==> src/rtl/uart_tx_queue_pkg.sv <==
// Shared state encoding and frame-timing helpers for the UART transmit queue.
package uart_pkg;

    typedef enum logic [1:0] {
        ST_IDLE = 2'd0,
        ST_SEND = 2'd1,
        ST_WAIT = 2'd2
    } txq_state_e;

    // Longest frame the pacing timer must count; sizes the timer register.
    localparam int unsigned MAX_FRAME_CYCLES = 1 << 20;
    localparam int          TIMER_W          = $clog2(MAX_FRAME_CYCLES);

    function automatic int unsigned frame_cycles(input int unsigned baud_div,
                                                 input int unsigned idle_gap);
        return 10 * (baud_div + 1) + 1 + idle_gap;
    endfunction

endpackage

==> src/rtl/uart_tx_queue_if.sv <==
// Byte valid/ready handshake into the UART transmit queue.
interface uart_tx_queue_if;
    logic [7:0] s_data;
    logic       s_valid;
    logic       s_ready;

    modport master (output s_data, output s_valid, input s_ready);
    modport slave  (input s_data, input s_valid, output s_ready);
endinterface

==> src/rtl/uart_tx_queue_sync_fifo.sv <==
// Synchronous FIFO with wrap-bit pointers; head of queue is read combinationally.
module sync_fifo #(
    parameter int unsigned WIDTH = 8,
    parameter int unsigned DEPTH = 16
) (
    input  logic                     clk,
    input  logic                     rst,
    input  logic                     push,
    input  logic                     pop,
    input  logic                     flush,
    input  logic [WIDTH-1:0]         wr_data,
    output logic                     full,
    output logic                     empty,
    output logic [$clog2(DEPTH):0]   level,
    output logic [WIDTH-1:0]         rd_data
);
    localparam int AW = $clog2(DEPTH);

    logic [WIDTH-1:0] mem_q [DEPTH];
    logic [AW:0]      wr_ptr_q, wr_ptr_d;
    logic [AW:0]      rd_ptr_q, rd_ptr_d;
    logic             do_push;
    logic             do_pop;

    assign do_push = push && !full && !flush;
    assign do_pop  = pop && !empty && !flush;

    always_comb begin
        wr_ptr_d = wr_ptr_q;
        rd_ptr_d = rd_ptr_q;
        if (flush) begin
            wr_ptr_d = '0;
            rd_ptr_d = '0;
        end else begin
            if (do_push) wr_ptr_d = wr_ptr_q + (AW+1)'(1);
            if (do_pop)  rd_ptr_d = rd_ptr_q + (AW+1)'(1);
        end
    end

    always_ff @(posedge clk) begin
        if (rst) begin
            wr_ptr_q <= '0;
            rd_ptr_q <= '0;
        end else begin
            wr_ptr_q <= wr_ptr_d;
            rd_ptr_q <= rd_ptr_d;
        end
    end

    always_ff @(posedge clk) begin
        if (do_push) mem_q[wr_ptr_q[AW-1:0]] <= wr_data;
    end

    assign empty   = (wr_ptr_q == rd_ptr_q);
    assign full    = (wr_ptr_q[AW] != rd_ptr_q[AW]) &&
                     (wr_ptr_q[AW-1:0] == rd_ptr_q[AW-1:0]);
    assign level   = wr_ptr_q - rd_ptr_q;
    assign rd_data = mem_q[rd_ptr_q[AW-1:0]];

endmodule

==> src/rtl/uart_tx_queue.sv <==
// Byte queue and frame pacer feeding the UART transmitter.
// Optional drop counter on refused writes: define UART_TXQ_DROP_CNT_EN.
module uart_tx_queue
    import uart_pkg::*;
#(
    parameter int unsigned BAUD_DIV = 108,
    parameter int unsigned DEPTH    = 16,
    parameter int unsigned IDLE_GAP = 0
) (
    input  logic                    clk,
    input  logic                    rst,
    uart_tx_queue_if.slave          s,
    input  logic                    flush,
    output logic [7:0]              tdata,
    output logic                    tdata_req,
    output logic [$clog2(DEPTH):0]  level,
    output logic                    busy
`ifdef UART_TXQ_DROP_CNT_EN
    ,
    output logic [7:0]              drop_cnt
`endif
);
    localparam int unsigned        FRAME_CYCLES = frame_cycles(BAUD_DIV, IDLE_GAP);
    localparam logic [TIMER_W-1:0] TIMER_LOAD   = TIMER_W'(FRAME_CYCLES - 2);

    txq_state_e         state_q, state_d;
    logic [TIMER_W-1:0] timer_q, timer_d;
    logic [7:0]         tdata_q, tdata_d;
    logic               tdata_req_q, tdata_req_d;

    logic               full, empty, push, pop;
    logic [7:0]         head;

    assign s.s_ready = !full && !flush;
    assign push      = s.s_valid && s.s_ready;

    sync_fifo #(
        .WIDTH (8),
        .DEPTH (DEPTH)
    ) u_fifo (
        .clk     (clk),
        .rst     (rst),
        .push    (push),
        .pop     (pop),
        .flush   (flush),
        .wr_data (s.s_data),
        .full    (full),
        .empty   (empty),
        .level   (level),
        .rd_data (head)
    );

    // The head is popped on the edge into SEND so tdata and tdata_req are
    // both registered and valid together in the SEND cycle.
    always_comb begin
        state_d     = state_q;
        timer_d     = timer_q;
        pop         = 1'b0;
        case (state_q)
            ST_IDLE: begin
                if (!empty && !flush) begin
                    state_d = ST_SEND;
                    pop     = 1'b1;
                end
            end
            ST_SEND: begin
                state_d = ST_WAIT;
                timer_d = TIMER_LOAD;
            end
            ST_WAIT: begin
                if (timer_q == '0) begin
                    if (!empty && !flush) begin
                        state_d = ST_SEND;
                        pop     = 1'b1;
                    end else begin
                        state_d = ST_IDLE;
                    end
                end else begin
                    timer_d = timer_q - TIMER_W'(1);
                end
            end
            default: state_d = ST_IDLE;
        endcase
        tdata_d     = pop ? head : tdata_q;
        tdata_req_d = pop;
    end

    always_ff @(posedge clk) begin
        if (rst) begin
            state_q     <= ST_IDLE;
            timer_q     <= '0;
            tdata_q     <= 8'h00;
            tdata_req_q <= 1'b0;
        end else begin
            state_q     <= state_d;
            timer_q     <= timer_d;
            tdata_q     <= tdata_d;
            tdata_req_q <= tdata_req_d;
        end
    end

    assign tdata     = tdata_q;
    assign tdata_req = tdata_req_q;
    assign busy      = (state_q != ST_IDLE) || !empty;

`ifdef UART_TXQ_DROP_CNT_EN
    logic [7:0] drop_cnt_q, drop_cnt_d;

    always_comb begin
        drop_cnt_d = drop_cnt_q;
        if (s.s_valid && !s.s_ready && (drop_cnt_q != 8'hFF))
            drop_cnt_d = drop_cnt_q + 8'd1;
    end

    always_ff @(posedge clk) begin
        if (rst) drop_cnt_q <= 8'h00;
        else     drop_cnt_q <= drop_cnt_d;
    end

    assign drop_cnt = drop_cnt_q;
`endif

endmodule

==> src/flat_wrapper.sv <==
// flat-port wrapper written by rule: the top's interface ports become plain ports
module uart_tx_queue_flat import uart_pkg::*;
#(
    parameter int unsigned BAUD_DIV = 108,
    parameter int unsigned DEPTH    = 16,
    parameter int unsigned IDLE_GAP = 0
)
  (clk, rst, flush, tdata, tdata_req, level, busy, s_s_data, s_s_valid, s_s_ready);
  uart_tx_queue_if s_i ();
  input  logic clk;
  input  logic rst;
  input  logic flush;
  output logic [7:0] tdata;
  output logic tdata_req;
  output logic [$clog2(DEPTH):0] level;
  output logic busy;
  input wire logic [$bits(s_i.s_data)-1:0] s_s_data;
  input wire logic [$bits(s_i.s_valid)-1:0] s_s_valid;
  output wire logic [$bits(s_i.s_ready)-1:0] s_s_ready;
  assign s_i.s_data = s_s_data;
  assign s_i.s_valid = s_s_valid;
  assign s_s_ready = s_i.s_ready;
  uart_tx_queue #(.BAUD_DIV(BAUD_DIV), .DEPTH(DEPTH), .IDLE_GAP(IDLE_GAP)) u_core (.clk(clk), .rst(rst), .s(s_i), .flush(flush), .tdata(tdata), .tdata_req(tdata_req), .level(level), .busy(busy));
endmodule
==> config.mk <==
export PLATFORM = sky130hd
export DESIGN_NAME = uart_tx_queue_flat
export DESIGN_NICKNAME = d
export VERILOG_FILES = /design/src/rtl/uart_tx_queue_pkg.sv /design/src/rtl/uart_tx_queue_if.sv /design/src/rtl/uart_tx_queue_sync_fifo.sv /design/src/rtl/uart_tx_queue.sv /design/src/flat_wrapper.sv
export SDC_FILE = /design/constraint.sdc
export NUM_CORES = 1
export LEC_CHECK = 0
export BUFFER_PORTS_ARGS = -buffer_cell sky130_fd_sc_hd__buf_2
export CAP_MARGIN = 20
export CORE_ASPECT_RATIO = 0.75
export CORE_MARGIN = 1.5
export CORE_UTILIZATION = 45
export CTS_CLUSTER_DIAMETER = 30
export CTS_CLUSTER_SIZE = 24
export DETAILED_ROUTE_END_ITERATION = 12
export SLEW_MARGIN = 40
export SYNTH_ARGS = -nofsm -noshare
export SYNTH_HDL_FRONTEND = slang
export SYNTH_HIERARCHICAL = 1
export SYNTH_SLANG_ARGS = --single-unit
==> constraint.sdc <==
create_clock -name clk -period 2.7 [get_ports clk]
set_clock_uncertainty 0.15 [all_clocks]
set_input_delay 0.405 -clock clk [delete_from_list [all_inputs] [get_ports clk]]
set_output_delay 0.405 -clock clk [all_outputs]
set_load 0.005 [all_outputs]
==> results.sh, run 1 <==
export IMPL_crit_chain="inv_2 > ha_1 > nand4_1 > nor2_2 > or3_4 > nor3_4 > o2bb2ai_4 > and3b_2 > o2111ai_4 > xnor2_2 > nor2_1"
export IMPL_critPathLaunchType="flip-flop"
export IMPL_min_period_ps=2630
export IMPL_routedWlPerCell_um=21.1
export IMPL_clock_path_buffers=2
export IMPL_final_period_utilization_pct=97.3
export IMPL_async_flop_share_pct=0
export IMPL_portBuffers=27
export IMPL_final_util_pct=54.1
export IMPL_swShare_pct=21.8
export IMPL_synth_warnings=6
export IMPL_synth_cell_types=60
export IMPL_clock_sinks=173
export IMPL_fp_dieW_um=152
export IMPL_via_count=4410
export IMPL_rsz0062_at_grt="true"
export IMPL_synthesis_instances=490
export IMPL_worstPathArrival_ps=2780
export IMPL_diodes=0
export IMPL_drv_slew=0
export IMPL_wirelength_mm=16.3
export IMPL_power_frac_seq_pct=54.7
export IMPL_cellPowerDensity_nw_per_um2=602
export IMPL_ys_seq_area_share_pct=63.7
export IMPL_syn_to_final_growth_pct=17.0
export IMPL_grt_remaining_overflow=0
export IMPL_regArea_um2=4750
export IMPL_syn_nets=514
export IMPL_multi_input_area_um2=2670
export IMPL_numCtsBuffers=17
export IMPL_io_pins=28
export IMPL_drv_cap=0
export IMPL_critPathRequiredTime_ps=2850
export IMPL_p_clk_share_pct=41.5
export IMPL_cts_tree="yes"
export IMPL_final_common_cell="edfxtp_1"
export IMPL_synth_seq_cells=173
export IMPL_final_cell_mix="128 x edfxtp_1, 42 x dfxtp_1, 37 x nor2_1, 35 x buf_4, 27 x buf_2"
export IMPL_critPathMaxFanout=4
export IMPL_first_pass_iters=5
export IMPL_postRouteAntennaNets=0
export IMPL_antenna_found_initial=0
export IMPL_hold_violations=0
export IMPL_drive_above_1_share_pct=27.8
export IMPL_syn_area_um2=7450
export IMPL_cpPeakStageDelay_ps=400
export IMPL_rows=40
export IMPL_cp_end_kind="flip-flop"
export IMPL_fp_dieH_um=114
export IMPL_outcome="complete, no violations"
export IMPL_gp_congestion=0.791
export IMPL_grt_pass1_wl_mm=24.9
export IMPL_power_w=0.00525
export IMPL_cell_internal_pwr_w=0.00411
export IMPL_vias_per_cell=5.69
export IMPL_die_area_um2=17400
export IMPL_worst_pin_slew_ps=699
export IMPL_yosys_most_used_dff="edfxtp_1"
export IMPL_fill_cells=1331
export IMPL_drtIter0Drc=390
export IMPL_cts_root_buf="clkbuf_16"
export IMPL_clk_latency_ps=430
export IMPL_p_comb_share_pct=3.8
export IMPL_synth_edf_count=128
export IMPL_path_clk_slew_ps=60
export IMPL_floorplan_initialDensity_pct=46.2
export IMPL_path_class="reg -> reg"
export IMPL_hp_class="in -> reg"
export IMPL_report_final_setup_viol=0
export IMPL_grt_usage_pct=20.3
export IMPL_fin_nets=577
export IMPL_cellLeakagePower_nw=2.98
export IMPL_grt_pass1_vias=4207
export IMPL_htreeDepth=4
export IMPL_switchingPower_w=0.00115
export IMPL_irDropWorstVdd_mv=0.385
export IMPL_path_buf_inv=1
export IMPL_cp_top_family="simple AND/OR/NAND/NOR gates"
export IMPL_grt_max_degree=47
export IMPL_fmax_mhz=381
export IMPL_coreArea_um2=16100
export IMPL_holdWs_ps=232
export IMPL_relSlewSlack_pct=53.2
export IMPL_avgSynthCellArea_um2=15.2
export IMPL_worst_path_max_delay_cell="or3_4"
export IMPL_hpwl_mm=10.5
export IMPL_drc=0
## worst register-to-register path, cell delays in order (launching register included)
cell and delay (ps):
dfxtp_2 340, inv_2 50, ha_1 290, nand4_1 190
nor2_2 80, or3_4 400, nor3_4 240, o2bb2ai_4 160
and3b_2 250, o2111ai_4 110, xnor2_2 170, nor2_1 80
## state kept, by name (all words and copies together), names as in the netlist, named ones only
register / count
u_core/tdata: 8
u_core/u_fifo/rd_ptr_q: 5
u_core/state_q: 2
u_core/u_fifo/mem_q: 128
u_core/tdata_req: 1
u_core/timer_q: 20
u_core/u_fifo/wr_ptr_q: 5
## cell usage after synthesis, types with 8 or more instances
cell type	instances	area, um^2
a21oi_1	15	75.1
a22oi_1	16	120
clkbuf_1	9	33.8
dfxtp_1	45	901
edfxtp_1	128	3840
ha_1	11	138
inv_1	10	37.5
mux2i_1	10	100
mux4_1	14	368
mux4_2	18	405
nand2_1	21	78.8
nand2b_1	22	138
nand3_1	8	40.0
nor2_1	41	154
nor3_1	10	50.1
## power by group through the flow
stage / registers, W / clock network [W] / logic [W]
after detailed placement: 0.00293 / 0 / 0.000187
final: 0.00287 / 0.00218 / 0.000200
after global routing: 0.00287 / 0.00236 / 0.000220
after global placement: 0.00293 / 0 / 0.000182
after CTS: 0.00287 / 0.00223 / 0.000189
after floorplan: 0.00293 / 0 / 0.000104
## stage by stage
step / worst slack (ps) / instance area (um^2) / instances / setup TNS (ps)
floorplan: -111 / 7480 / 490 / -9640
global placement: 45.4 / 8040 / 741 / 0
detailed placement: 43.4 / 8040 / 741 / 0
CTS: 0.266 / 8570 / 772 / 0
global route: -28.4 / 8720 / 775 / -334
finish: 72.8 / 8720 / 775 / 0
## cells by family after synthesis
family                     share of synthesized area [%]
DFF                                                 63.7
adders and majority gates                           2.12
muxes                                               12.9
and+or+nand+nor                                     11.2
AOI/OAI and AO/OA                                   5.96
xor gates and xnor gates                            1.51
buffers and inverters                               2.60
## routing by layer
metal | part of all wire (%) | vias up | track usage [%]
li1 | - | 2030 | -
met1 | 49 | 2216 | 30.7
met2 | 43 | 149 | 28.8
met3 | 7.0 | 15 | 5.86
met4 | 0.83 | 0 | 4.94
met5 | 0 | - | 0
## area by class of cell
type	count	share of cell area [%]
inverters	10	0.430
multi-input cells	284	30.6
repair buffers	67	5.51
clock buffers	18	4.92
flip-flops and latches	173	54.4
clock inverters	13	1.06
well taps	210	3.01
## final timing paths
kind / from / endpoint / slack (ps) / depth (start not counted)
worst max register to register: u_core/u_fifo/rd_ptr_q[3]$_SDFFE_PP0P_ / flip-flop / 70 / 11
worst min-delay path: s_s_data[5] / u_core/u_fifo/mem_q[14][5]$_DFFE_PP_ / 230 / 1
worst min register to register: u_core/tdata[4]$_SDFFE_PP0P_ / u_core/tdata[4]$_SDFFE_PP0P_ / 320 / 2
worst max-delay path: u_core/u_fifo/rd_ptr_q[3]$_SDFFE_PP0P_ / flip-flop / 70 / 11
## repair_timing
action | in CTS | in global routing
hold buffers | 0 | 0
resized for setup | 2 | 23
pin swaps | 2 | 8
setup buffers | 0 | 3
endpoints found under the setup margin | 2 | 133
Power figures use the tool's default switching activity.
==> inputs of run 2 (changes only) <==
--- a/config.mk
+++ b/config.mk
@@ -7,7 +7,6 @@
 export LEC_CHECK = 0
 export BUFFER_PORTS_ARGS = -buffer_cell sky130_fd_sc_hd__buf_2
 export CAP_MARGIN = 20
-export CORE_ASPECT_RATIO = 0.75
 export CORE_MARGIN = 1.5
 export CORE_UTILIZATION = 45
 export CTS_CLUSTER_DIAMETER = 30
==> run 2 against run 1 <==
Net effect: combinational power fell by 5%; worst setup slack improved by 16 ps; critical path depth rose by 1; cell count rose by 0.65%; clock power rose by 16%; worst hold slack got worse by 19 ps; wire length fell by 4.8%; global-route usage fell by 1.4 points; largest power group unchanged.
==> results.sh, run 2 (same netlist as run 1, synthesis figures left out) <==
export IMPL_critPathRequiredTime_ps=2680
export IMPL_vias_per_cell=5.55
export IMPL_gp_congestion=0.770
export IMPL_worst_pin_slew_ps=702
export IMPL_via_count=4329
export IMPL_fin_nets=575
export IMPL_cellLeakagePower_nw=3.02
export IMPL_min_period_ps=2610
export IMPL_outcome="complete, no violations"
export IMPL_path_class="reg -> reg"
export IMPL_path_clk_slew_ps=70
export IMPL_grt_pass1_vias=4367
export IMPL_fp_dieW_um=132
export IMPL_cp_end_kind="flip-flop"
export IMPL_clk_latency_ps=430
export IMPL_clock_sinks=173
export IMPL_cellPowerDensity_nw_per_um2=632
export IMPL_antenna_found_initial=0
export IMPL_numCtsBuffers=17
export IMPL_fin_area_um2=8840
export IMPL_final_cell_mix="128 x edfxtp_1, 41 x dfxtp_1, 33 x nor2_1, 27 x buf_2, 25 x buf_4"
export IMPL_routedWlPerCell_um=19.9
export IMPL_floorplan_initialDensity_pct=46.4
export IMPL_place_inst=744
export IMPL_cts_tree="yes"
export IMPL_htreeDepth=4
export IMPL_first_pass_iters=4
export IMPL_critPathMaxFanout=8
export IMPL_grt_remaining_overflow=0
export IMPL_hp_class="in -> reg"
export IMPL_drc=0
export IMPL_final_period_utilization_pct=96.7
export IMPL_die_area_um2=17300
export IMPL_worstPathArrival_ps=2600
export IMPL_cts_hold_buffers=0
export IMPL_rows=46
export IMPL_relSlewSlack_pct=53.2
export IMPL_final_common_cell="edfxtp_1"
export IMPL_grt_max_degree=47
export IMPL_setup_tns_ps=0
export IMPL_largest_reg_flops=128
export IMPL_drive_above_1_share_pct=28.5
export IMPL_cts_root_buf="clkbuf_16"
export IMPL_final_util_pct=55.0
export IMPL_drv_slew=0
export IMPL_drtIter0Drc=391
export IMPL_diodes=0
export IMPL_power_w=0.00558
export IMPL_hold_violations=0
export IMPL_fmax_mhz=383
export IMPL_postRouteAntennaNets=0
export IMPL_grt_pass1_wl_mm=24.5
export IMPL_critPathLaunchType="flip-flop"
export IMPL_hpwl_mm=10.2
export IMPL_grt_usage_pct=18.9
export IMPL_syn_to_final_growth_pct=18.6
export IMPL_dpl_cell_area_um2=8040
export IMPL_wirelength_mm=15.5
export IMPL_io_pins=28
export IMPL_clock_path_buffers=2
export IMPL_portBuffers=27
export IMPL_fin_cells=780
export IMPL_report_final_setup_viol=0
export IMPL_fp_dieH_um=132
export IMPL_irDropWorstVdd_mv=0.529
export IMPL_coreArea_um2=16100
export IMPL_drv_cap=0
==> run 2: worst paths after layout <==
path	cells past startpoint	slack (ps)	to	from
setup / recovery	12	90	u_core/u_fifo/mem_q[2][0]$_DFFE_PP_	u_core/u_fifo/rd_ptr_q[1]$_SDFFE_PP0P_
hold / removal	1	210	u_core/u_fifo/mem_q[4][1]$_DFFE_PP_	s_s_data[1]
setup reg to reg	12	90	u_core/u_fifo/mem_q[2][0]$_DFFE_PP_	u_core/u_fifo/rd_ptr_q[1]$_SDFFE_PP0P_
hold reg to reg	2	320	u_core/tdata[5]$_SDFFE_PP0P_	u_core/tdata[5]$_SDFFE_PP0P_
==> run 2: final cells by class <==
type / instances / area, um^2
inverter: 10 / 37.5
tap: 216 / 270
multi-input combinational: 284 / 2670
sequential: 173 / 4750
fill: 1278 / 7220
clock inverter: 15 / 183
timing repair buffer: 65 / 504
clock buffer: 17 / 425
==> run 2: layer usage <==
metal  up-vias  wire (um)  track usage [%]
li1       2032          -                -
met1      2186       7300             27.1
met2        95       7400             28.7
met3        16        624             4.40
met4         0        216             5.62
met5         -          0                0
==> run 2: power breakdown <==
group | internal, W | switching [W] | total (W)
Clock | 0.00147 | 0.00105 | 0.00252
Combinational | 0.0000693 | 0.000122 | 0.000191
Sequential | 0.00286 | 0.0000112 | 0.00287
==> run 2: critical path: stages, from the launching register on <==
cell and delay (ps):
dfxtp_2 330, inv_1 130, ha_4 220, nand4_1 170, nand2b_4 160, inv_1 50
nor2_2 90, and2_4 150, and2b_2 240, buf_6 130, nand3_4 120, nor3_2 190
buf_6 170
==> run 2: metrics by stage <==
| stage | hold slack (ps) | setup slack, ps |
|---|---|---|
| after detailed placement | 315 | 0.595 |
| after floorplan | 297 | -111 |
| final | 213 | 88.4 |
| after global placement | 307 | 95.9 |
| after CTS | 207 | -4.45 |
| after global routing | 223 | -39.4 |
==> run 2: repair_timing <==
item | in CTS | in global routing
endpoints found under the hold margin | 0 | 0
endpoints found under the setup margin | 20 | 138
buffers inserted | 0 | 4
gates resized for setup | 4 | 30
pin swaps | 2 | 6
gates cloned | 0 | 0
